### src/rtl/prog_loader_if.sv
// Byte-stream input and instruction-memory write port of the boot loader.
interface prog_loader_if #(
  parameter int unsigned WIDTH = 32,
  parameter int unsigned IADDR = 16
);
  logic             in_valid;
  logic [7:0]       in_data;
  logic             in_ready;
  logic             mem_we;
  logic [IADDR-1:0] mem_addr;
  logic [WIDTH-1:0] mem_wdata;

  modport master (output in_valid, in_data, input in_ready, mem_we, mem_addr, mem_wdata);
  modport slave  (input in_valid, in_data, output in_ready, mem_we, mem_addr, mem_wdata);
endinterface

### src/rtl/prog_loader.sv
// Boot loader: length header + little-endian words into imem, then releases the core.
// Optional trailer checksum enabled by defining PROG_LOADER_CHECKSUM_EN.
module prog_loader #(
  parameter int unsigned WIDTH     = 32,
  parameter int unsigned IADDR     = 16,
  parameter int unsigned BASE_ADDR = 0
) (
  input  logic             clk,
  input  logic             reset,
  prog_loader_if.slave     bus,
  output logic [WIDTH-1:0] init_pc,
  output logic             core_reset_n,
  input  logic             core_fin,
  output logic             done,
  output logic             error
);
  localparam int unsigned WCW  = IADDR - 2;
  localparam logic [31:0] MAXW = 32'(((64'd1 << IADDR) - 64'(BASE_ADDR)) >> 2);

  typedef enum logic [2:0] {
    S_LEN,
    S_DATA,
`ifdef PROG_LOADER_CHECKSUM_EN
    S_SUM,
`endif
    S_RUN,
    S_HALT,
    S_ERR
  } state_t;

`ifdef PROG_LOADER_CHECKSUM_EN
  localparam state_t POST_LOAD = S_SUM;
`else
  localparam state_t POST_LOAD = S_RUN;
`endif

  state_t           state_q, state_d;
  logic [1:0]       byte_cnt_q, byte_cnt_d;
  logic [WCW-1:0]   word_cnt_q, word_cnt_d;
  logic [WCW-1:0]   last_q, last_d;
  logic [WIDTH-9:0] shift_q, shift_d;
  logic             in_ready_q, in_ready_d;
  logic             mem_we_q, mem_we_d;
  logic [IADDR-1:0] mem_addr_q, mem_addr_d;
  logic [WIDTH-1:0] mem_wdata_q, mem_wdata_d;
  logic             core_reset_n_q, core_reset_n_d;
  logic             done_q, done_d;
  logic             error_q, error_d;
`ifdef PROG_LOADER_CHECKSUM_EN
  logic [WIDTH-1:0] sum_q, sum_d;
`endif

  logic             accept;
  logic [WIDTH-1:0] word_full;

  assign accept    = bus.in_valid && in_ready_q;
  assign word_full = {bus.in_data, shift_q};

  // Next-state and registered-output logic
  always_comb begin
    state_d        = state_q;
    byte_cnt_d     = byte_cnt_q;
    word_cnt_d     = word_cnt_q;
    last_d         = last_q;
    shift_d        = shift_q;
    mem_we_d       = 1'b0;
    mem_addr_d     = mem_addr_q;
    mem_wdata_d    = mem_wdata_q;
    core_reset_n_d = core_reset_n_q;
    done_d         = done_q;
    error_d        = error_q;
`ifdef PROG_LOADER_CHECKSUM_EN
    sum_d          = sum_q;
`endif

    if (accept) begin
      byte_cnt_d = byte_cnt_q + 2'd1;
      shift_d    = word_full[WIDTH-1:8];
    end

    case (state_q)
      S_LEN: begin
`ifdef PROG_LOADER_CHECKSUM_EN
        sum_d = '0;
`endif
        if (accept && byte_cnt_q == 2'd3) begin
          word_cnt_d = '0;
          last_d     = WCW'(word_full - 32'd1);
          if (word_full == '0) begin
            state_d = POST_LOAD;
          end else if (word_full > MAXW) begin
            state_d = S_ERR;
            error_d = 1'b1;
          end else begin
            state_d = S_DATA;
          end
        end
      end
      S_DATA: begin
        if (accept && byte_cnt_q == 2'd3) begin
          mem_we_d    = 1'b1;
          mem_addr_d  = IADDR'(BASE_ADDR) + {word_cnt_q, 2'b00};
          mem_wdata_d = word_full;
          word_cnt_d  = word_cnt_q + WCW'(1);
`ifdef PROG_LOADER_CHECKSUM_EN
          sum_d       = sum_q + word_full;
`endif
          if (word_cnt_q == last_q) state_d = POST_LOAD;
        end
      end
`ifdef PROG_LOADER_CHECKSUM_EN
      S_SUM: begin
        if (accept && byte_cnt_q == 2'd3) begin
          if (word_full == sum_q) begin
            state_d = S_RUN;
          end else begin
            state_d = S_ERR;
            error_d = 1'b1;
          end
        end
      end
`endif
      // Release lags entry by one edge so the last write never overlaps it
      S_RUN: begin
        core_reset_n_d = 1'b1;
        if (core_reset_n_q && core_fin) begin
          state_d = S_HALT;
          done_d  = 1'b1;
        end
      end
      S_HALT: done_d = 1'b1;
      S_ERR:  core_reset_n_d = 1'b0;
      default: state_d = S_LEN;
    endcase

`ifdef PROG_LOADER_CHECKSUM_EN
    in_ready_d = (state_d == S_LEN) || (state_d == S_DATA) || (state_d == S_SUM);
`else
    in_ready_d = (state_d == S_LEN) || (state_d == S_DATA);
`endif
  end

  always_ff @(posedge clk or posedge reset) begin
    if (reset) begin
      state_q        <= S_LEN;
      byte_cnt_q     <= '0;
      word_cnt_q     <= '0;
      last_q         <= '0;
      shift_q        <= '0;
      in_ready_q     <= 1'b1;
      mem_we_q       <= 1'b0;
      mem_addr_q     <= '0;
      mem_wdata_q    <= '0;
      core_reset_n_q <= 1'b0;
      done_q         <= 1'b0;
      error_q        <= 1'b0;
`ifdef PROG_LOADER_CHECKSUM_EN
      sum_q          <= '0;
`endif
    end else begin
      state_q        <= state_d;
      byte_cnt_q     <= byte_cnt_d;
      word_cnt_q     <= word_cnt_d;
      last_q         <= last_d;
      shift_q        <= shift_d;
      in_ready_q     <= in_ready_d;
      mem_we_q       <= mem_we_d;
      mem_addr_q     <= mem_addr_d;
      mem_wdata_q    <= mem_wdata_d;
      core_reset_n_q <= core_reset_n_d;
      done_q         <= done_d;
      error_q        <= error_d;
`ifdef PROG_LOADER_CHECKSUM_EN
      sum_q          <= sum_d;
`endif
    end
  end

  assign bus.in_ready  = in_ready_q;
  assign bus.mem_we    = mem_we_q;
  assign bus.mem_addr  = mem_addr_q;
  assign bus.mem_wdata = mem_wdata_q;
  assign init_pc       = WIDTH'(BASE_ADDR);
  assign core_reset_n  = core_reset_n_q;
  assign done          = done_q;
  assign error         = error_q;

endmodule

### src/flat_wrapper.sv
// flat-port wrapper written by rule: the top's interface ports become plain ports
module prog_loader_flat 
#(
  parameter int unsigned WIDTH     = 32,
  parameter int unsigned IADDR     = 16,
  parameter int unsigned BASE_ADDR = 0
)
  (clk, reset, init_pc, core_reset_n, core_fin, done, error, bus_in_valid, bus_in_data, bus_in_ready, bus_mem_we, bus_mem_addr, bus_mem_wdata);
  prog_loader_if #(.WIDTH(WIDTH), .IADDR(IADDR)) bus_i ();
  input  logic clk;
  input  logic reset;
  output logic [WIDTH-1:0] init_pc;
  output logic core_reset_n;
  input  logic core_fin;
  output logic done;
  output logic error;
  input wire logic [$bits(bus_i.in_valid)-1:0] bus_in_valid;
  input wire logic [$bits(bus_i.in_data)-1:0] bus_in_data;
  output wire logic [$bits(bus_i.in_ready)-1:0] bus_in_ready;
  output wire logic [$bits(bus_i.mem_we)-1:0] bus_mem_we;
  output wire logic [$bits(bus_i.mem_addr)-1:0] bus_mem_addr;
  output wire logic [$bits(bus_i.mem_wdata)-1:0] bus_mem_wdata;
  assign bus_i.in_valid = bus_in_valid;
  assign bus_i.in_data = bus_in_data;
  assign bus_in_ready = bus_i.in_ready;
  assign bus_mem_we = bus_i.mem_we;
  assign bus_mem_addr = bus_i.mem_addr;
  assign bus_mem_wdata = bus_i.mem_wdata;
  prog_loader #(.WIDTH(WIDTH), .IADDR(IADDR), .BASE_ADDR(BASE_ADDR)) u_core (.clk(clk), .reset(reset), .bus(bus_i), .init_pc(init_pc), .core_reset_n(core_reset_n), .core_fin(core_fin), .done(done), .error(error));
endmodule
### config.mk
export PLATFORM = sky130hd
export DESIGN_NAME = prog_loader_flat
export DESIGN_NICKNAME = d
export VERILOG_FILES = /design/src/rtl/prog_loader_if.sv /design/src/rtl/prog_loader.sv /design/src/flat_wrapper.sv
export SDC_FILE = /design/constraint.sdc
export NUM_CORES = 1
export LEC_CHECK = 0
export CAP_MARGIN = 0
export CORE_MARGIN = 2
export CORE_UTILIZATION = 54
export CTS_BUF_LIST = sky130_fd_sc_hd__clkbuf_8
export DETAILED_ROUTE_END_ITERATION = 16
export PLACE_DENSITY = 0.83
export SLEW_MARGIN = 20
export SYNTH_ARGS = -nofsm -noshare
export SYNTH_HDL_FRONTEND = slang
export SYNTH_SLANG_ARGS = --single-unit
### constraint.sdc
create_clock -name clk -period 3.9 [get_ports clk]
set_input_delay 0.78 -clock clk [delete_from_list [all_inputs] [get_ports clk]]
set_output_delay 0.78 -clock clk [all_outputs]
set_load 0.01 [all_outputs]
==> impl_results.md <==
- Flop and latch count out of synthesis: 108
- Routed wire length per instance: 14.8 um
- Average cell area after synthesis: 9.81 um2
- Period minus WS final: 2.56 ns
- Hold Buf Count CTS: 0
- Number of nets in the layout: 576
- Gpl congestion: 0.850
- Number of I/O port buffers: 62
- Peak ir drop on the vdd network: 0.152 mV
- Commonest non-fill, non-tap cell in the layout: sky130_fd_sc_hd__nand2_1
- Startpoint type of the worst setup path: primary input
- Depth of the worst register-to-register path: 6
- Most used cells in the layout excluding fill and tap cells: sky130_fd_sc_hd__nand2_1 (151), sky130_fd_sc_hd__dfrtp_1 (107), sky130_fd_sc_hd__clkdlybuf4s50_1 (62)
- Largest delay share family, worst path: simple AND/OR/NAND/NOR gates
- Outcome: completed
- Cell depth of the worst hold path: 2
- Clock Path Buffers: 2
- Total core area: 8810 um2
- R2r endpoint: u_core.last_q[6]
- Cell at the slowest stage of the critical path: sky130_fd_sc_hd__or3_1
- Number of standard-cell rows in the floorplan: 34
- Instance count of the mapped netlist: 503
- Min-Delay Path Class: flip-flop to flip-flop
- Number of max-slew violations in the final report: 0
- Count of inserted antenna diode cells: 0
- Starting Density: 56.0%
- Cell area after technology mapping: 4930 um2
- Clock tree from TritonCTS: yes
- Static Leak: 2.98 nW
- Switching component of the power: 0.446 mW
- Worst-case clock skew: 0.00611 ns
- CTS resizes: 0
- Number of setup violations in the final report: 0
- Number of different library cells in the post-synthesis netlist: 39
- Critical path capture point type: flip-flop
- Slew at the pin with the worst max-slew slack: 1.06 ns
- Global Route Usage Sum: 21.2%
- Terminating pin of the worst hold path: u_core.bus.mem_addr[5]
- Worst-path maximum fanout: 29
- Total vias in the final route: 3,584
- GR Overflow Total: 0
- Reg-to-Reg Start: u_core.bus.in_ready
- Post-detailed-route DRC marker count: 0
- Number of synthesized flops with an enable pin: 0
- Crit path cell chain: clkdlybuf4s50_1 > nand3_1 > or3_1 > nor2_2 > buf_4 > nor2_1 > a31oi_1
- Setup repair after global routing missed its margin: false
- Final hold violations: 0
- Clock insertion delay at the later pin of the skew report: 0.37 ns
- Switching power share of the total: 23.7%
- Critical Path RT: 4.20 ns
- Die span in y: 99.6 um
- Largest net degree at the start of global routing: 78
- Combinational fraction of design power: 2.8%
- Sequential cell fraction of total power: 59.4%
- TritonCTS Buffers: 9
- Placed wire-length estimate after detailed placement: 6.71 mm
- Ys Warns: 0
- Sequential share of the synthesized area: 54.8%
- Clk Tree Root Cell: sky130_fd_sc_hd__clkbuf_8
- Library cell occupying the most area in the post-synthesis netlist: sky130_fd_sc_hd__dfrtp_1
- Final antenna-violating net count: 0
- Htree depth: 3
- Cell internal pwr: 1.44 mW
- Proportion of layout cells with a drive suffix above 1: 9.91%
- Post-CTS Setup Bufs: 0
- Power share of the clock group: 37.9%
- Total detailed-routing wirelength: 9.97 mm
- Number of maximum-capacitance violations: 0
- Leading cell types by total area after synthesis: sky130_fd_sc_hd__dfrtp_1 (54%), sky130_fd_sc_hd__nand2_1 (11%), sky130_fd_sc_hd__mux2_2 (5.7%)
- First-pass GRT wire length: 16.8 mm
- Count of buffering cells on the critical path with inverters included: 2
- Drt first pass iters: 4
- Max Fclk: 391 MHz
- Total power of the final layout: 1.89 mW
- Fin Hold WS: 0.481 ns
- Worst stage delay on the critical path: 0.58 ns
- Share of the cycle needed by the critical path after routing: 65.5%
- Area grow syn2layout: 16.5%
- Power per cell area: 328 nW/um2
- Prevailing post-synth register cell: sky130_fd_sc_hd__dfrtp_1
- Antenna violations before repair: 0
- Flop-to-flop setup slack: 1.67 ns
- Kind of critical path: primary input to flip-flop
- Area share of the largest cell type after synthesis: 54.3%
- Post-synth ARST share: 100%
- Die extent in x: 99.6 um
- Beginning of the worst hold path: u_core.bus.mem_addr[5]
- Final total negative setup slack: 0 ns
- Clock sink count: 108
- Die Footprint: 9910 um2
- Vias in the first global route: 3,480
- 1st-iter DRT viols: 141
- I/O pin count: 97
- Arrival time reported for the critical path endpoint: 2.86 ns
- Worst slew margin relative to its limit: 29.2%
- Vias/cell: 5.33
- Clock-pin slew on the worst setup and hold paths: 0.10 ns
final cells by class:
cell class / instances / area, um2
repair buffers: 67 / 671
multi-input cells: 367 / 2000
clock inverters: 7 / 83.8
well taps: 108 / 135
flip-flops and latches: 108 / 2700
clock buffers: 9 / 124
fillers: 692 / 3060
inverters: 7 / 28.8
how the worst max path moves through the flow:
stage | start | end | slack [ns] | depth (start not counted)
after floorplan | reset | u_core.bus.mem_addr[10] | 0.28 | 1
after global placement | bus_in_valid | u_core.last_q[6] | 1.11 | 7
after detailed placement | bus_in_valid | u_core.last_q[6] | 1.0 | 7
after CTS | bus_in_valid | u_core.last_q[6] | 1.37 | 7
after global routing | bus_in_valid | u_core.last_q[0] | 1.13 | 7
final | bus_in_valid | u_core.last_q[6] | 1.34 | 7
worst register-to-register path, cell delays in order (launching register included):
cell,delay (ns)
sky130_fd_sc_hd__dfstp_2,0.56
sky130_fd_sc_hd__nand3_1,0.15
sky130_fd_sc_hd__or3_1,0.58
sky130_fd_sc_hd__nor2_2,0.31
sky130_fd_sc_hd__buf_4,0.33
sky130_fd_sc_hd__nor2_1,0.09
sky130_fd_sc_hd__a31oi_1,0.14
cells in the mapped netlist, types with 6 or more instances:
library cell,number
sky130_fd_sc_hd__nor4_1,8
sky130_fd_sc_hd__nor2_1,30
sky130_fd_sc_hd__a21oi_1,19
sky130_fd_sc_hd__buf_4,34
sky130_fd_sc_hd__xnor2_1,14
sky130_fd_sc_hd__nand2_1,151
sky130_fd_sc_hd__xor2_1,18
sky130_fd_sc_hd__clkbuf_1,20
sky130_fd_sc_hd__o21ai_0,10
sky130_fd_sc_hd__nor3_1,10
sky130_fd_sc_hd__mux2_2,25
sky130_fd_sc_hd__dfrtp_1,107
sky130_fd_sc_hd__inv_1,7
sky130_fd_sc_hd__nand3_1,6
metal layers:
metal / track usage (%) / vias up / part of all wire (%)
met5: 0 / - / 0
met3: 3.79 / 17 / 3.8
met2: 34.5 / 104 / 49
met4: 8.96 / 0 / 1.8
met1: 28.2 / 1759 / 45
li1: - / 1704 / -
sequential cells by signal, indices dropped and copies added (netlist names), 2 cells and up:
signal	count
u_core.byte_cnt_q	2
u_core.shift_q	24
u_core.bus.mem_addr	14
u_core.last_q	14
u_core.word_cnt_q	14
u_core.bus.mem_wdata	32
u_core.state_q	3
power groups by stage:
stage | combinational [mW] | clock (mW) | sequential, mW
floorplan | 0.0563 | 0 | 1.14
global placement | 0.0520 | 0 | 1.14
detailed placement | 0.0534 | 0 | 1.14
CTS | 0.0536 | 0.725 | 1.12
global route | 0.0601 | 0.766 | 1.12
finish | 0.0524 | 0.714 | 1.12
stage by stage:
stage / area [um2] / setup WS (ns) / util (%) / cells
3_5_place_dp: 5540 / 0.998 / 62.9 / 657
6_report: 5740 / 1.34 / 65.2 / 673
5_1_grt: 5740 / 1.13 / 65.2 / 673
4_1_cts: 5740 / 1.37 / 65.2 / 673
2_1_floorplan: 5060 / 0.276 / - / 536
3_3_place_gp: 5540 / 1.11 / 62.9 / 657
cells by family after synthesis:
group | share of synthesized area, %
adders and majority gates | 1.01
other | 0.0760
DFF | 54.8
muxes | 5.91
AOI/OAI and AO/OA | 4.74
buffers and inverters | 7.23
xor gates and xnor gates | 5.68
and+or+nand+nor | 20.5
Note: power is estimated with default switching activity, not from simulation.
